## src/rtl/debounce_multi_if.sv

```systemverilog
// debounce_multi_if: raw button inputs and conditioned per-channel outputs of debounce_multi.
interface debounce_multi_if #(parameter int NCH = 4);
   logic [NCH-1:0] btn_raw_i;
   logic [NCH-1:0] db_level_o;
   logic [NCH-1:0] rise_o;
   logic [NCH-1:0] fall_o;
   logic [NCH-1:0] long_tick_o;
   logic           any_rise_o;
   modport master (output btn_raw_i, input db_level_o, rise_o, fall_o, long_tick_o, any_rise_o);
   modport slave  (input btn_raw_i, output db_level_o, rise_o, fall_o, long_tick_o, any_rise_o);
endinterface

```

## src/rtl/debounce_multi.sv

```systemverilog
// debounce_multi: per-channel synchroniser, stability filter, edge pulses and one-shot long-press tick.
module debounce_multi #(
   parameter int             NCH        = 4,
   parameter int             CNT_W      = 21,
   parameter int             STABLE_CNT = 2000000,
   parameter int             HOLD_W     = 26,
   parameter int             HOLD_CNT   = 50000000,
   parameter logic [NCH-1:0] INV_MASK   = '0
) (
   input logic             clk,
   input logic             reset,
   debounce_multi_if.slave io
);
   if (STABLE_CNT < 1 || 64'(STABLE_CNT) >= (64'd1 << CNT_W)) begin : g_bad_stable
      $error("debounce_multi: STABLE_CNT out of range for CNT_W");
   end
   if (HOLD_CNT < 1 || 64'(HOLD_CNT) >= (64'd1 << HOLD_W)) begin : g_bad_hold
      $error("debounce_multi: HOLD_CNT out of range for HOLD_W");
   end
   localparam logic [CNT_W-1:0]  STB_M1   = CNT_W'(STABLE_CNT - 1);
   localparam logic [HOLD_W-1:0] HOLD_MAX = HOLD_W'(HOLD_CNT);
   localparam logic [HOLD_W-1:0] HOLD_M1  = HOLD_W'(HOLD_CNT - 1);
   logic [NCH-1:0]             sync1_q, sync2_q, level_q, level_d;
   logic [NCH-1:0]             rise_q, rise_d, fall_q, fall_d, long_q, long_d;
   logic                       any_q;
   logic [NCH-1:0][CNT_W-1:0]  cnt_q, cnt_d;
   logic [NCH-1:0][HOLD_W-1:0] hold_q, hold_d;
   always_comb begin
      cnt_d   = '0;
      hold_d  = '0;
      level_d = level_q;
      rise_d  = '0;
      fall_d  = '0;
      long_d  = '0;
      for (int i = 0; i < NCH; i++) begin
         // any return to the current level clears the count, so glitches never accumulate
         cnt_d[i]   = (sync2_q[i] == level_q[i] || cnt_q[i] == STB_M1) ? '0 : cnt_q[i] + 1'b1;
         level_d[i] = (sync2_q[i] != level_q[i] && cnt_q[i] == STB_M1) ? sync2_q[i] : level_q[i];
         rise_d[i]  = level_d[i] & ~level_q[i];
         fall_d[i]  = ~level_d[i] & level_q[i];
         hold_d[i]  = !level_q[i] ? '0 : (hold_q[i] < HOLD_MAX) ? hold_q[i] + 1'b1 : hold_q[i];
         long_d[i]  = level_q[i] && hold_q[i] == HOLD_M1;
      end
   end
   always_ff @(posedge clk) begin
      if (reset) begin
         sync1_q <= '0;
         sync2_q <= '0;
         cnt_q   <= '0;
         hold_q  <= '0;
         level_q <= '0;
         rise_q  <= '0;
         fall_q  <= '0;
         long_q  <= '0;
         any_q   <= 1'b0;
      end else begin
         sync1_q <= io.btn_raw_i ^ INV_MASK;
         sync2_q <= sync1_q;
         cnt_q   <= cnt_d;
         hold_q  <= hold_d;
         level_q <= level_d;
         rise_q  <= rise_d;
         fall_q  <= fall_d;
         long_q  <= long_d;
         any_q   <= |rise_d;
      end
   end
   assign io.db_level_o  = level_q;
   assign io.rise_o      = rise_q;
   assign io.fall_o      = fall_q;
   assign io.long_tick_o = long_q;
   assign io.any_rise_o  = any_q;
endmodule

```

## src/flat_wrapper.sv

```systemverilog
// flat-port wrapper written by rule: the top's interface ports become plain ports
module debounce_multi_flat 
#(
   parameter int             NCH        = 4,
   parameter int             CNT_W      = 21,
   parameter int             STABLE_CNT = 2000000,
   parameter int             HOLD_W     = 26,
   parameter int             HOLD_CNT   = 50000000,
   parameter logic [NCH-1:0] INV_MASK   = '0
)
  (clk, reset, io_btn_raw_i, io_db_level_o, io_rise_o, io_fall_o, io_long_tick_o, io_any_rise_o);
  debounce_multi_if #(.NCH(NCH)) io_i ();
  input logic clk;
  input logic reset;
  input wire logic [$bits(io_i.btn_raw_i)-1:0] io_btn_raw_i;
  output wire logic [$bits(io_i.db_level_o)-1:0] io_db_level_o;
  output wire logic [$bits(io_i.rise_o)-1:0] io_rise_o;
  output wire logic [$bits(io_i.fall_o)-1:0] io_fall_o;
  output wire logic [$bits(io_i.long_tick_o)-1:0] io_long_tick_o;
  output wire logic [$bits(io_i.any_rise_o)-1:0] io_any_rise_o;
  assign io_i.btn_raw_i = io_btn_raw_i;
  assign io_db_level_o = io_i.db_level_o;
  assign io_rise_o = io_i.rise_o;
  assign io_fall_o = io_i.fall_o;
  assign io_long_tick_o = io_i.long_tick_o;
  assign io_any_rise_o = io_i.any_rise_o;
  debounce_multi #(.NCH(NCH), .CNT_W(CNT_W), .STABLE_CNT(STABLE_CNT), .HOLD_W(HOLD_W), .HOLD_CNT(HOLD_CNT), .INV_MASK(INV_MASK)) u_core (.clk(clk), .reset(reset), .io(io_i));
endmodule
```

## config.mk

```make
export PLATFORM = sky130hd
export DESIGN_NAME = debounce_multi_flat
export DESIGN_NICKNAME = d
export VERILOG_FILES = /design/src/rtl/debounce_multi_if.sv /design/src/rtl/debounce_multi.sv /design/src/flat_wrapper.sv
export SDC_FILE = /design/constraint.sdc
export NUM_CORES = 1
export LEC_CHECK = 0
export CORE_UTILIZATION = 45
export DETAILED_ROUTE_END_ITERATION = 7
export DONT_BUFFER_PORTS = 1
export GPL_TIMING_DRIVEN = 0
export MAX_ROUTING_LAYER = met4
export SETUP_SLACK_MARGIN = 0.4
export SYNTH_ARGS = -nofsm -noshare
export SYNTH_HDL_FRONTEND = slang
export SYNTH_SLANG_ARGS = --single-unit
```

## constraint.sdc

```tcl
create_clock -name clk -period 2.4 [get_ports clk]
set_input_delay 0.24 -clock clk [delete_from_list [all_inputs] [get_ports clk]]
set_output_delay 0.24 -clock clk [all_outputs]
set_load 0.03 [all_outputs]
```

==> flow_metrics.py <==
metrics = {
    "run_status": {
        "status": "completed",
    },
    "pwr": {
        "vdd_drop_max_uv": 565,
        "switching_power_w": 0.00148,
        "power_density_nw_per_um2": 630,
        "power.leakage_nw": 3.61,
        "switching_share": 0.201,
        "seqPwrFrac": 0.481,
        "pwr-share-comb": 0.006,
        "p_int_w": 0.00589,
        "power.clock.fraction": 0.513,
    },
    "routing": {
        "drt-initial-drc-count": 354,
        "post_drt_wl_per_cell_microns": 14.8,
        "drt-pass1-iter-count": 4,
        "vias": 8313,
        "viasPerCell": 5.58,
        "drtAntennaViolNets": 0,
        "drc_errors": 0,
        "wl_microns": 22100,
    },
    "logic_synthesis": {
        "seq_area_frac_synth": 0.442,
        "postSynthCellCount": 1141,
        "ys_seq_elements": 213,
        "syn_avg_cell_area_sq_um": 8.45,
        "synth_top_flop_cell": "dfxtp_1",
        "synth_nets": 1155,
        "synth-async-reset-ratio": 0,
        "synth_cell_type_count": 55,
        "syn_area_sq_um": 9640,
        "synth_warnings": 0,
        "synth_edf_count": 0,
    },
    "global_routing": {
        "grt_pass1_wl_microns": 36500,
        "grt_pass1_vias": 7669,
        "grt_max_degree": 15,
        "antenna_found_initial": 0,
        "grt.total_usage": 0.203,
        "grt.overflow.total": 0,
    },
    "floorplanning": {
        "io_pins": 23,
        "die-area_sq_um": 22000,
        "die_h_microns": 148,
        "start_util": 0.458,
        "core_area_sq_um": 21000,
        "rows": 53,
        "die_w_microns": 148,
    },
    "critical_path": {
        "startpoint_type": "register",
        "crit_fanout": 5,
        "critPathArrivalTime_ps": 2510,
        "cp.required_ps": 2830,
        "crit_type": "reg -> reg",
        "crit_path_end_kind": "register",
    },
    "timing": {
        "tightest_slew_ps": 699,
        "fin_crit_ps": 2080,
        "slew_viol_final": 0,
        "slew_headroom": 0.530,
        "finalCritPeriodShare": 0.866,
        "rsz0062_at_grt": "yes",
        "clock.fmax_mhz": 481,
        "setup-tns-final_ps": 0,
        "skew_ps": 11.6,
        "finalSetupViolCount": 0,
        "hold_violations": 0,
    },
    "finish": {
        "utilization": 0.557,
        "drive_above_1_share": 0.171,
        "final_nets": 1213,
        "diodes": 0,
        "area_delta_synth_final_pct": 21.4,
    },
    "clock_network": {
        "clk_pin_slew_ps": 60,
        "h-tree-depth": 1,
        "cts_sinks": 213,
        "cts_tree": "yes",
        "clk_latency_ps": 510,
        "numCtsBuffers": 23,
        "root_buffer": "clkbuf_16",
        "cts_buffer_depth": 3,
    },
    "hold_path": {
        "hp-class": "in -> reg",
    },
    "placed_design": {
        "place_hpwl_microns": 14300,
        "place.gp.congestion": 0.831,
        "io_buffers": 0,
    },
    "flow_run": {
        "max_cap_violations": 0,
    },
}
## cell usage after synthesis, drive strengths merged, types with 2 or more instances
library cell,count,share of area
and4,13,0.012
a41oi,2,0.0018
or3,52,0.034
mux2i,7,0.0073
inv,20,0.0078
nand2b,6,0.0039
o31ai,23,0.019
xnor2,39,0.035
o21ai,53,0.028
or4,33,0.026
nand2,95,0.037
buf,13,0.0070
ha,8,0.010
o211ai,11,0.0086
nor4,23,0.016
a211oi,3,0.0023
dfxtp,213,0.44
or2,2,0.0013
or3b,2,0.0018
and2,7,0.0045
nor3b,3,0.0023
a32o,2,0.0021
o41ai,3,0.0027
nor2b,13,0.0084
a31o,4,0.0036
nand4,51,0.033
o21a,6,0.0047
and3,23,0.015
clkbuf,31,0.012
nor2,139,0.054
nor4b,7,0.0064
a21oi,79,0.041
nor3,20,0.010
nand3b,3,0.0023
xor2,49,0.045
nand3,71,0.037
## timing repair
item	CTS	global route
endpoints found under the setup margin	151	179
pin swaps	25	37
buffers inserted	7	18
gates cloned	3	1
endpoints found under the hold margin	4	0
resized for setup	59	141
hold buffers	4	0
## cell usage in the layout (no fill, tap or decap), types with 5 or more instances in the layout
master	n
nor2_1	134
and3_1	20
dfxtp_2	21
and2_1	7
o21a_1	6
clkinv_2	7
or4_1	29
nand2_1	93
dfxtp_1	189
xnor2_1	39
nor3_1	17
nor4_2	6
buf_6	7
o211ai_1	11
nand2b_1	6
or3_1	49
nor4_4	5
and4_1	8
clkbuf_2	8
inv_1	20
o31ai_1	14
buf_4	29
nand3_1	66
nor4b_1	5
nand4_1	51
a21oi_2	8
o21ai_1	12
o31ai_2	7
xor2_1	49
clkbuf_1	16
mux2i_1	7
clkbuf_8	5
clkbuf_16	24
o21ai_0	37
a21oi_1	71
nor2b_1	13
nor4_1	12
## state kept, by name (all words and copies together) (netlist names)
| name | flops |
|---|---|
| u_core.hold_q | 104 |
| u_core.io.rise_o | 4 |
| u_core.sync1_q | 4 |
| u_core.io.db_level_o | 4 |
| u_core.io.fall_o | 4 |
| u_core.sync2_q | 4 |
| u_core.io.long_tick_o | 4 |
| u_core.io.any_rise_o | 1 |
| u_core.cnt_q | 84 |
## stage by stage
step | cell area, sq um | hold WS [ps] | cells | setup WS [ps] | power, W
final | 11700 | 195 | 1490 | 320 | 0.00737
after floorplan | 9640 | 368 | 1141 | 448 | 0.00365
after detailed placement | 9980 | 377 | 1416 | 118 | 0.00366
after CTS | 11100 | 186 | 1471 | 227 | 0.00747
after global placement | 9980 | 371 | 1416 | 54.2 | 0.00366
after global routing | 11700 | 228 | 1490 | 239 | 0.00761
## worst paths after layout
kind	slack, ps	depth (start not counted)	end	startpoint
max	320	7	u_core.hold_q[94]	u_core.hold_q[87]
min	190	3	u_core.hold_q[81]	reset
min reg2reg	440	1	u_core.sync2_q[0]	u_core.sync1_q[0]
max reg2reg	320	7	u_core.hold_q[94]	u_core.hold_q[87]
## power groups by stage
stage | Sequential (W) | Clock (W) | Combinational, W
2_1_floorplan | 0.00363 | 0 | 0.0000250
3_3_place_gp | 0.00363 | 0 | 0.0000353
3_5_place_dp | 0.00363 | 0 | 0.0000357
4_1_cts | 0.00355 | 0.00388 | 0.0000415
5_1_grt | 0.00354 | 0.00402 | 0.0000475
6_report | 0.00355 | 0.00378 | 0.0000426
## cells by family after synthesis
| family | Yosys count | share of synthesized area |
|---|---|---|
| buffers and inverters | 64 | 0.0269 |
| and+or+nand+nor | 568 | 0.311 |
| muxes | 7 | 0.00727 |
| DFF | 213 | 0.442 |
| adders and majority gates | 8 | 0.0104 |
| AOI/OAI and AO/OA | 193 | 0.122 |
| xor gates and xnor gates | 88 | 0.0800 |
## critical path, cell delays in order, from the launching register on
cell and delay [ps]:
dfxtp_2 330, or4_4 560, o31ai_4 220, buf_4 150, o21ai_2 90, buf_6 180
or3_1 340, a21oi_1 130
## per-layer routing
layer  GRT usage  vias to the layer above  wire length, microns
met2       0.319                       98                 10000
met1       0.273                     3909                 10800
met3      0.0291                       34                   694
li1            -                     4272                     -
met5           -                        -                     0
met4      0.0572                        0                   502
## final cells by class
cell class	instances	area, sq um
well taps	275	344
inverters	20	75.1
clock inverters	13	170
clock buffers	28	644
multi-input cells	866	5600
repair buffers	31	287
fillers	1900	9320
flip-flops and latches	213	4300
plain buffers	44	282
Power figures use the tool's default switching activity.
